$ cat config.mk
export PLATFORM = sky130hd
export DESIGN_NAME = ram_arbiter
export DESIGN_NICKNAME = d
export VERILOG_FILES = /design/src/rtl/ram_arbiter.sv
export SDC_FILE = /design/constraint.sdc
export NUM_CORES = 1
export LEC_CHECK = 0
export BUFFER_PORTS_ARGS = -buffer_cell sky130_fd_sc_hd__buf_2
export CORE_AREA = 5 5 535 537
export DETAILED_ROUTE_END_ITERATION = 10
export DIE_AREA = 0 0 540 542
export PLACE_DENSITY = 0.43
export SLEW_MARGIN = 20
export SYNTH_ARGS = -nofsm -noshare
export SYNTH_HDL_FRONTEND = slang
export SYNTH_SLANG_ARGS = --single-unit
export TNS_END_PERCENT = 20
$ cat constraint.sdc
create_clock -name clk -period 19.3 [get_ports clk]
set_input_delay 2.895 -clock clk [delete_from_list [all_inputs] [get_ports clk]]
set_output_delay 2.895 -clock clk [all_outputs]
set_load 0.01 [all_outputs]
$ cat src/rtl/ram_arbiter.sv
// ram_arbiter: shares one RAM controller command port between the display
// reader (port 0), the camera frame writer (port 1) and the HDR tone-map
// writer (port 2). Each port owns a one-deep pending slot. Port 0 has fixed
// top priority; ports 1 and 2 alternate round-robin.
// Optional build macro: ARB_DROP_CNT_EN adds saturating per-writer counters
// of request pulses dropped on a full slot.
module ram_arbiter #(
  parameter int AW     = 25,
  parameter int DW     = 256,
  parameter int SETTLE = 2
) (
  input  logic          clk,
  input  logic          rst,
  input  logic          rd_req,
  input  logic [AW-1:0] rd_address,
  output logic          rd_valid,
  output logic [DW-1:0] rd_data,
  input  logic          cam_wr_req,
  input  logic [AW-1:0] cam_wr_address,
  input  logic [DW-1:0] cam_wr_data,
  input  logic          hdr_wr_req,
  input  logic [AW-1:0] hdr_wr_address,
  input  logic [DW-1:0] hdr_wr_data,
  output logic          cam_busy,
  output logic          hdr_busy,
`ifdef ARB_DROP_CNT_EN
  output logic [15:0]   cam_drop_cnt,
  output logic [15:0]   hdr_drop_cnt,
`endif
  output logic          ram_wr_req,
  output logic          ram_rd_req,
  output logic [AW-1:0] ram_address,
  output logic [DW-1:0] ram_wr_data,
  input  logic          ram_busy_in,
  input  logic          ram_rd_valid,
  input  logic [DW-1:0] ram_rd_data
);

  localparam int CW = (SETTLE > 1) ? $clog2(SETTLE) : 1;

  typedef enum logic [1:0] {ST_IDLE, ST_ISSUE, ST_SETTLE, ST_WAIT} state_t;
  typedef enum logic [1:0] {P_RD = 2'd0, P_CAM = 2'd1, P_HDR = 2'd2} port_t;

  state_t        state;
  port_t         win;
  logic          rr_hdr;     // 0: camera favoured, 1: HDR favoured
  logic [CW-1:0] cnt;

  logic [2:0]    pending;
  logic [2:0]    req;
  logic [2:0]    clear;
  logic [2:0]    load;

  logic [AW-1:0] rd_addr_q;
  logic [AW-1:0] cam_addr_q;
  logic [AW-1:0] hdr_addr_q;
  logic [DW-1:0] cam_data_q;
  logic [DW-1:0] hdr_data_q;

  assign req   = {hdr_wr_req, cam_wr_req, rd_req};
  // The winner's slot empties on the ISSUE edge; a pulse on that same edge
  // refills it, so load is allowed when the slot is empty or being cleared.
  assign clear = (state == ST_ISSUE) ? (3'b001 << win) : 3'b000;
  assign load  = req & (~pending | clear);

  assign cam_busy = pending[1];
  assign hdr_busy = pending[2];

  // Pending flags: set on an accepted pulse, cleared when the slot issues.
  always_ff @(posedge clk or posedge rst) begin
    if (rst) begin
      pending <= 3'b000;
    end else begin
      // NOTE: sequential state uses non-blocking assignments so every
      // block sees the pre-edge values of pending/state/win.
      pending <= (pending & ~clear) | load;
    end
  end

  // Slot payload capture, qualified by the pending flags.
  always_ff @(posedge clk) begin
    // NOTE: payload registers carry no reset; they are only ever read
    // while their pending bit is set, and pending is reset.
    if (load[0]) rd_addr_q <= rd_address;
    if (load[1]) begin
      cam_addr_q <= cam_wr_address;
      cam_data_q <= cam_wr_data;
    end
    if (load[2]) begin
      hdr_addr_q <= hdr_wr_address;
      hdr_data_q <= hdr_wr_data;
    end
  end

  // Command FSM: arbitration, issue, settle count and completion tracking.
  always_ff @(posedge clk or posedge rst) begin
    if (rst) begin
      state       <= ST_IDLE;
      win         <= P_RD;
      rr_hdr      <= 1'b0;
      cnt         <= '0;
      ram_wr_req  <= 1'b0;
      ram_rd_req  <= 1'b0;
      ram_address <= '0;
      ram_wr_data <= '0;
      rd_valid    <= 1'b0;
      rd_data     <= '0;
    end else begin
      ram_wr_req <= 1'b0;
      ram_rd_req <= 1'b0;
      rd_valid   <= 1'b0;
      case (state)
        ST_IDLE: begin
          if ((|pending) && !ram_busy_in) begin
            if (pending[0]) begin
              win <= P_RD;
            end else if (pending[1] && (!rr_hdr || !pending[2])) begin
              win    <= P_CAM;
              rr_hdr <= 1'b1;
            end else begin
              win    <= P_HDR;
              rr_hdr <= 1'b0;
            end
            state <= ST_ISSUE;
          end
        end
        ST_ISSUE: begin
          case (win)
            P_RD: begin
              ram_rd_req  <= 1'b1;
              ram_address <= rd_addr_q;
            end
            P_CAM: begin
              ram_wr_req  <= 1'b1;
              ram_address <= cam_addr_q;
              ram_wr_data <= cam_data_q;
            end
            default: begin
              ram_wr_req  <= 1'b1;
              ram_address <= hdr_addr_q;
              ram_wr_data <= hdr_data_q;
            end
          endcase
          cnt   <= '0;
          state <= ST_SETTLE;
        end
        ST_SETTLE: begin
          if (cnt == CW'(SETTLE - 1)) state <= ST_WAIT;
          else                        cnt   <= cnt + 1'b1;
        end
        ST_WAIT: begin
          if (win == P_RD) begin
            if (ram_rd_valid) begin
              rd_valid <= 1'b1;
              rd_data  <= ram_rd_data;
              state    <= ST_IDLE;
            end
          end else if (!ram_busy_in) begin
            state <= ST_IDLE;
          end
        end
        default: state <= ST_IDLE;
      endcase
    end
  end

`ifdef ARB_DROP_CNT_EN
  logic cam_drop;
  logic hdr_drop;
  assign cam_drop = cam_wr_req & pending[1] & ~clear[1];
  assign hdr_drop = hdr_wr_req & pending[2] & ~clear[2];

  // Saturating counters of pulses lost on a full slot.
  always_ff @(posedge clk or posedge rst) begin
    if (rst) begin
      cam_drop_cnt <= 16'h0000;
      hdr_drop_cnt <= 16'h0000;
    end else begin
      if (cam_drop && cam_drop_cnt != 16'hFFFF) cam_drop_cnt <= cam_drop_cnt + 16'h0001;
      if (hdr_drop && hdr_drop_cnt != 16'hFFFF) hdr_drop_cnt <= hdr_drop_cnt + 16'h0001;
    end
  end
`endif

endmodule

---- Word-level counts from Yosys, hierarchy flattened ----
Index checks and enable logic that the tools add are counted.
word-level totals
  bits in registers ....................... 1136
  input port bits ......................... 850
  output and inout port bits .............. 542
  logic and storage cells ................. 70
operators by class
  $add $sub $neg .......................... 1
  equality and inequality tests ........... 8
  shift-type cells ........................ 1
  muxes and demuxes ....................... 21
  bitwise logic cells ..................... 8
  reduce and logical (&&, ||, !) cells .... 15
operator list
  cell                   count
  $pmux W256 S2          1
  $pmux W25 S2           1
  $mux W2                7
  $mux W1                9
  $pmux W2 S4            1
  $and A3 B3 Y3          2
  $ne A3 B3 Y1 const B   2
  $not A3 Y3             2
  $or A3 B3 Y3           2
  $reduce_and A3 Y1      2
  $eq A2 B1 Y1 const B   2
  $eq A2 B2 Y1 const B   2
  $logic_not A2 Y1       2
  $ne A2 B2 Y1 const B   2
  $reduce_and A2 Y1      2
  $reduce_and A4 Y1      1
  $logic_not A1 Y1       3
  $mux W3                1
  $reduce_or A3 Y1       1
  $shl A1 B2 Y3 const A  1
  $logic_and A1 B1 Y1    2
  $not A1 Y1             2
  $pmux W1 S2            1
  $reduce_bool A2 Y1     1
  other kinds (2)        2

---- Depth between registers and ports, before layout ----
  depth in word-level cells ............... 5
  depth in mapped cells ................... 10
  gate-level depth less buffers ........... 6

---- Worst setup path after synthesis ----
No wires, ideal clock.
  path kind ............................... input -> register
  from .................................... input hdr_wr_req
  to ...................................... register hdr_addr_q[0], enable pin
  data arrival time ....................... 9.238 ns
  data required time ...................... 18.621 ns
  setup slack ............................. 9.383 ns
  stages on the path ...................... 1
  buffers on the path ..................... 0
  cell sequence ........................... and2_1
on the way
  longest elaborated chain between the ends .. 1
RTL lines
  element                 line  source
  start: declaration      21    input logic hdr_wr_req,
  $and A3 B3 Y3           64    assign load = req & (~pending | clear);
  end signal: assignment  90    hdr_addr_q <= hdr_wr_address;
  end: declaration        56    logic [AW-1:0] hdr_addr_q;
Every way passes these cells.
A chain may end at the register's enable or synchronous reset.

---- Worst setup path in the final report ----
  from .................................... input hdr_wr_req
  to ...................................... register hdr_data_q[86], enable pin
on the way
  longest elaborated chain between the ends .. 1
RTL lines
  element                 line  source
  $and A3 B3 Y3           64
  named net load[2]       52    logic [2:0] load;
  end signal: assignment  91    hdr_data_q <= hdr_wr_data;
  end: declaration        58    logic [DW-1:0] hdr_data_q;
The timed path passes the listed nets, and every way through them passes these cells.

==> out/summary.json <==
{
  "sta": {
    "hold_violations": 0,
    "period_needed_ps": 6188,
    "worst-slew-pin-transition_ps": 974.1,
    "finClkSkew_ps": 51.88,
    "slew_viol_final": 0,
    "rsz0062_at_grt": "false",
    "relSlewSlack_pct": 35.06,
    "setup_tns_ps": 0,
    "timing.fmax_ghz": 0.1616,
    "final-setup-viol-count": 0,
    "period_share_pct": 32.06
  },
  "placement": {
    "globalplace.congestion": 0.8647,
    "place.detailed.hpwl_mm": 154.2,
    "port-buffer-count": 1391
  },
  "cts": {
    "number_of_clock_sinks": 1136,
    "clock_slew_seen_by_the_registers_of_the_worst_setup_and_hold_paths_ps": 60,
    "cts_tree": "built",
    "ctsResizeCount": 0,
    "tritoncts.num_buffers": 143,
    "clock_tree_root_buffer_cell": "sky130_fd_sc_hd__clkbuf_16",
    "cts.htree.levels": 4,
    "holdBufCountCts": 0,
    "max-clock-path-buffers": 4,
    "post-cts-setup-buffer-count": 0,
    "clock_insertion_delay_worst_skew_ps": 820
  },
  "global_routing": {
    "grt_max_degree": 142,
    "wire_length_of_the_first_global_routing_pass_mm": 252.6,
    "globalRouteOverflowTotal": 0,
    "track_usage_pct": 12.57,
    "grt_pass1_vias": 28005,
    "antenna_found_initial": 55
  },
  "yosys": {
    "postSynthRegisterBits": 1136,
    "synth-main-ff-cell": "sky130_fd_sc_hd__edfxtp_1",
    "seq_area_frac_synth_pct": 76.58,
    "post_synth.cell_area_avg_um2": 16.81,
    "synth_nets": 3292,
    "synth.top_cells.by_area": "sky130_fd_sc_hd__edfxtp_1, sky130_fd_sc_hd__dfrtp_1, sky130_fd_sc_hd__mux2i_1, sky130_fd_sc_hd__mux2_2, sky130_fd_sc_hd__nand2_1",
    "synth_cell_types": 27,
    "count_of_synthesis_stage_warnings_from_yosys": 0,
    "synth_area_leader_cell": "sky130_fd_sc_hd__edfxtp_1",
    "synthesis.instances": 2437,
    "fraction_of_registers_with_async_set_reset_pct": 48.33,
    "edff_count_synth": 587,
    "share_of_yosys_cell_area_claimed_by_the_top_area_cell_type_pct": 43.04,
    "synthesis.area_um2": 40960
  },
  "critical_path": {
    "path_max_fanout": 55,
    "slowest_delay_ps": 740,
    "worst-endpoint-arrival_ps": 6570,
    "setup.worst_path.start_class": "primary input",
    "crit_chain": "buf_2 > and2_4 > buf_4 > buf_4 > buf_4 > buf_4",
    "worst_setup_path_class": "in -> reg",
    "path_common_cell": "sky130_fd_sc_hd__buf_4",
    "critical_path.slowest_cell": "sky130_fd_sc_hd__buf_4",
    "cp_data_required_time_ps": 19680,
    "endpoint_kind": "flip-flop"
  },
  "floorplanning": {
    "placeableCoreArea_um2": 281100,
    "floorplan.die.width_um": 540,
    "die_h_um": 542,
    "dieArea_um2": 292700,
    "pin_count": 1392,
    "initial_core_util_pct": 14.57,
    "num_rows": 195
  },
  "cells_and_area": {
    "finish.utilization_pct": 20.21,
    "final-seq-area_um2": 31370,
    "mostFrequentLayoutCells": "sky130_fd_sc_hd__buf_2, sky130_fd_sc_hd__edfxtp_1, sky130_fd_sc_hd__dfrtp_1, sky130_fd_sc_hd__nand2_1, sky130_fd_sc_hd__mux2i_1",
    "drive_above_1_share_pct": 46.30,
    "fillers": 30567,
    "nets": 4739,
    "areaGrowthSynthToFinish_pct": 38.69,
    "multi_input_area_um2": 8761,
    "mostFrequentLayoutCell": "sky130_fd_sc_hd__buf_2"
  },
  "detailed_routing": {
    "routed_via_density": 3.410,
    "drt_drc_violations_left": 0,
    "route.final.wire_length_mm": 192.4,
    "vias": 26427,
    "drt_iter0_drc": 1415,
    "drt.antenna.violating_nets": 0,
    "routedWlPerCell_um": 24.83,
    "drt-pass1-iter-count": 5
  },
  "power_and_ir_drop": {
    "vdd_ir_drop_max_mv": 0.07053,
    "leakagePower_nw": 23.09,
    "power_density_nw_per_um2": 159.0
  },
  "hold_path": {
    "min_path_type": "reg -> reg"
  },
  "job": {
    "drv.max_cap_violation_count": 0
  },
  "status": {
    "run_status": "complete, no violations"
  }
}
[synthesized netlist by cell type, types with 5 or more instances]
cell / number
sky130_fd_sc_hd__edfxtp_1: 587
sky130_fd_sc_hd__dfrtp_1: 549
sky130_fd_sc_hd__nand2_1: 287
sky130_fd_sc_hd__mux2i_1: 281
sky130_fd_sc_hd__mux2_2: 215
sky130_fd_sc_hd__o21ai_0: 167
sky130_fd_sc_hd__o21ai_1: 120
sky130_fd_sc_hd__mux2_1: 68
sky130_fd_sc_hd__buf_2: 36
sky130_fd_sc_hd__buf_4: 32
sky130_fd_sc_hd__clkbuf_1: 30
sky130_fd_sc_hd__buf_6: 26
sky130_fd_sc_hd__nand2b_1: 7
sky130_fd_sc_hd__ha_1: 5
sky130_fd_sc_hd__inv_1: 5
sky130_fd_sc_hd__nor2_1: 5
[flip-flops by register name (all words and copies together) (netlist names)]
name / flops
rd_data: 256
win: 2
ram_wr_req: 1
ram_address: 25
rd_valid: 1
cam_addr_q: 25
state: 2
hdr_data_q: 256
rr_hdr: 1
pending: 3
rd_addr_q: 25
hdr_addr_q: 25
cnt: 1
ram_rd_req: 1
ram_wr_data: 256
cam_data_q: 256
[critical path, delay by kind of cell]
| family | cells | cell delay [ps] |
|---|---|---|
| AND/OR/NAND/NOR | 1 | 580 |
| buffers and inverters | 5 | 2820 |
[area by class of cell]
cell class              instances  share of cell area, %
flip-flops and latches       1136                  55.21
diodes                         16                0.07048
inverters                       5                0.04625
clock buffers                 184                  6.786
repair buffers               1428                  12.85
clock inverters                68                  1.361
multi-input cells            1170                  15.42
well taps                    3743                  8.244
[where the power goes]
group / switching [mW] / internal, mW / leakage, nW
clock: 1.10 / 1.57 / 2.23
sequential: 0.341 / 3.23 / 12.0
combinational: 1.81 / 0.983 / 8.84
[metrics by stage]
stage | setup slack (ps) | instances | instance area [um^2] | power, mW | hold WS (ps)
floorplan | 1056 | 2437 | 40960 | 4.878 | 463.5
finish | 13110 | 7750 | 56810 | 9.032 | 472.5
CTS | 13150 | 7734 | 56770 | 9.275 | 476.5
global placement | 12320 | 7482 | 52140 | 6.501 | 460.0
detailed placement | 12280 | 7482 | 52140 | 6.522 | 465.6
global route | 13000 | 7738 | 56780 | 9.541 | 493.0
[logic make-up after synthesis]
group	share of synthesized area [%]
flops	76.58
mux	14.65
simple gates	2.929
compound gates	3.614
buf+inv	2.080
fa+ha+maj	0.1527
[worst paths after layout]
check | end | startpoint | slack, ps | depth (start not counted)
min in group asynchronous | rd_data[37]$_DFFE_PP0P_ | rst | 2210 | 2
min | ram_wr_data[96]$_DFFE_PP0P_ | ram_wr_data[96]$_DFFE_PP0P_ | 470 | 2
max in group asynchronous | ram_wr_data[192]$_DFFE_PP0P_ | rst | 13950 | 5
min reg2reg | ram_wr_data[96]$_DFFE_PP0P_ | ram_wr_data[96]$_DFFE_PP0P_ | 470 | 2
max reg2reg | hdr_data_q[86]$_DFFE_PP_ | state[1]$_DFFE_PP0P_ | 13570 | 10
max | hdr_data_q[86]$_DFFE_PP_ | hdr_wr_req | 13110 | 6
[metal layers]
layer | wire length, um | vias to the layer above | track usage (%)
met5 | 309 | - | 0
met4 | 5127 | 50 | 3.434
met3 | 23590 | 262 | 6.724
met2 | 91560 | 1181 | 21.00
met1 | 71840 | 13151 | 13.91
li1 | - | 11783 | -
No activity file was read; power rests on OpenSTA's default activity.
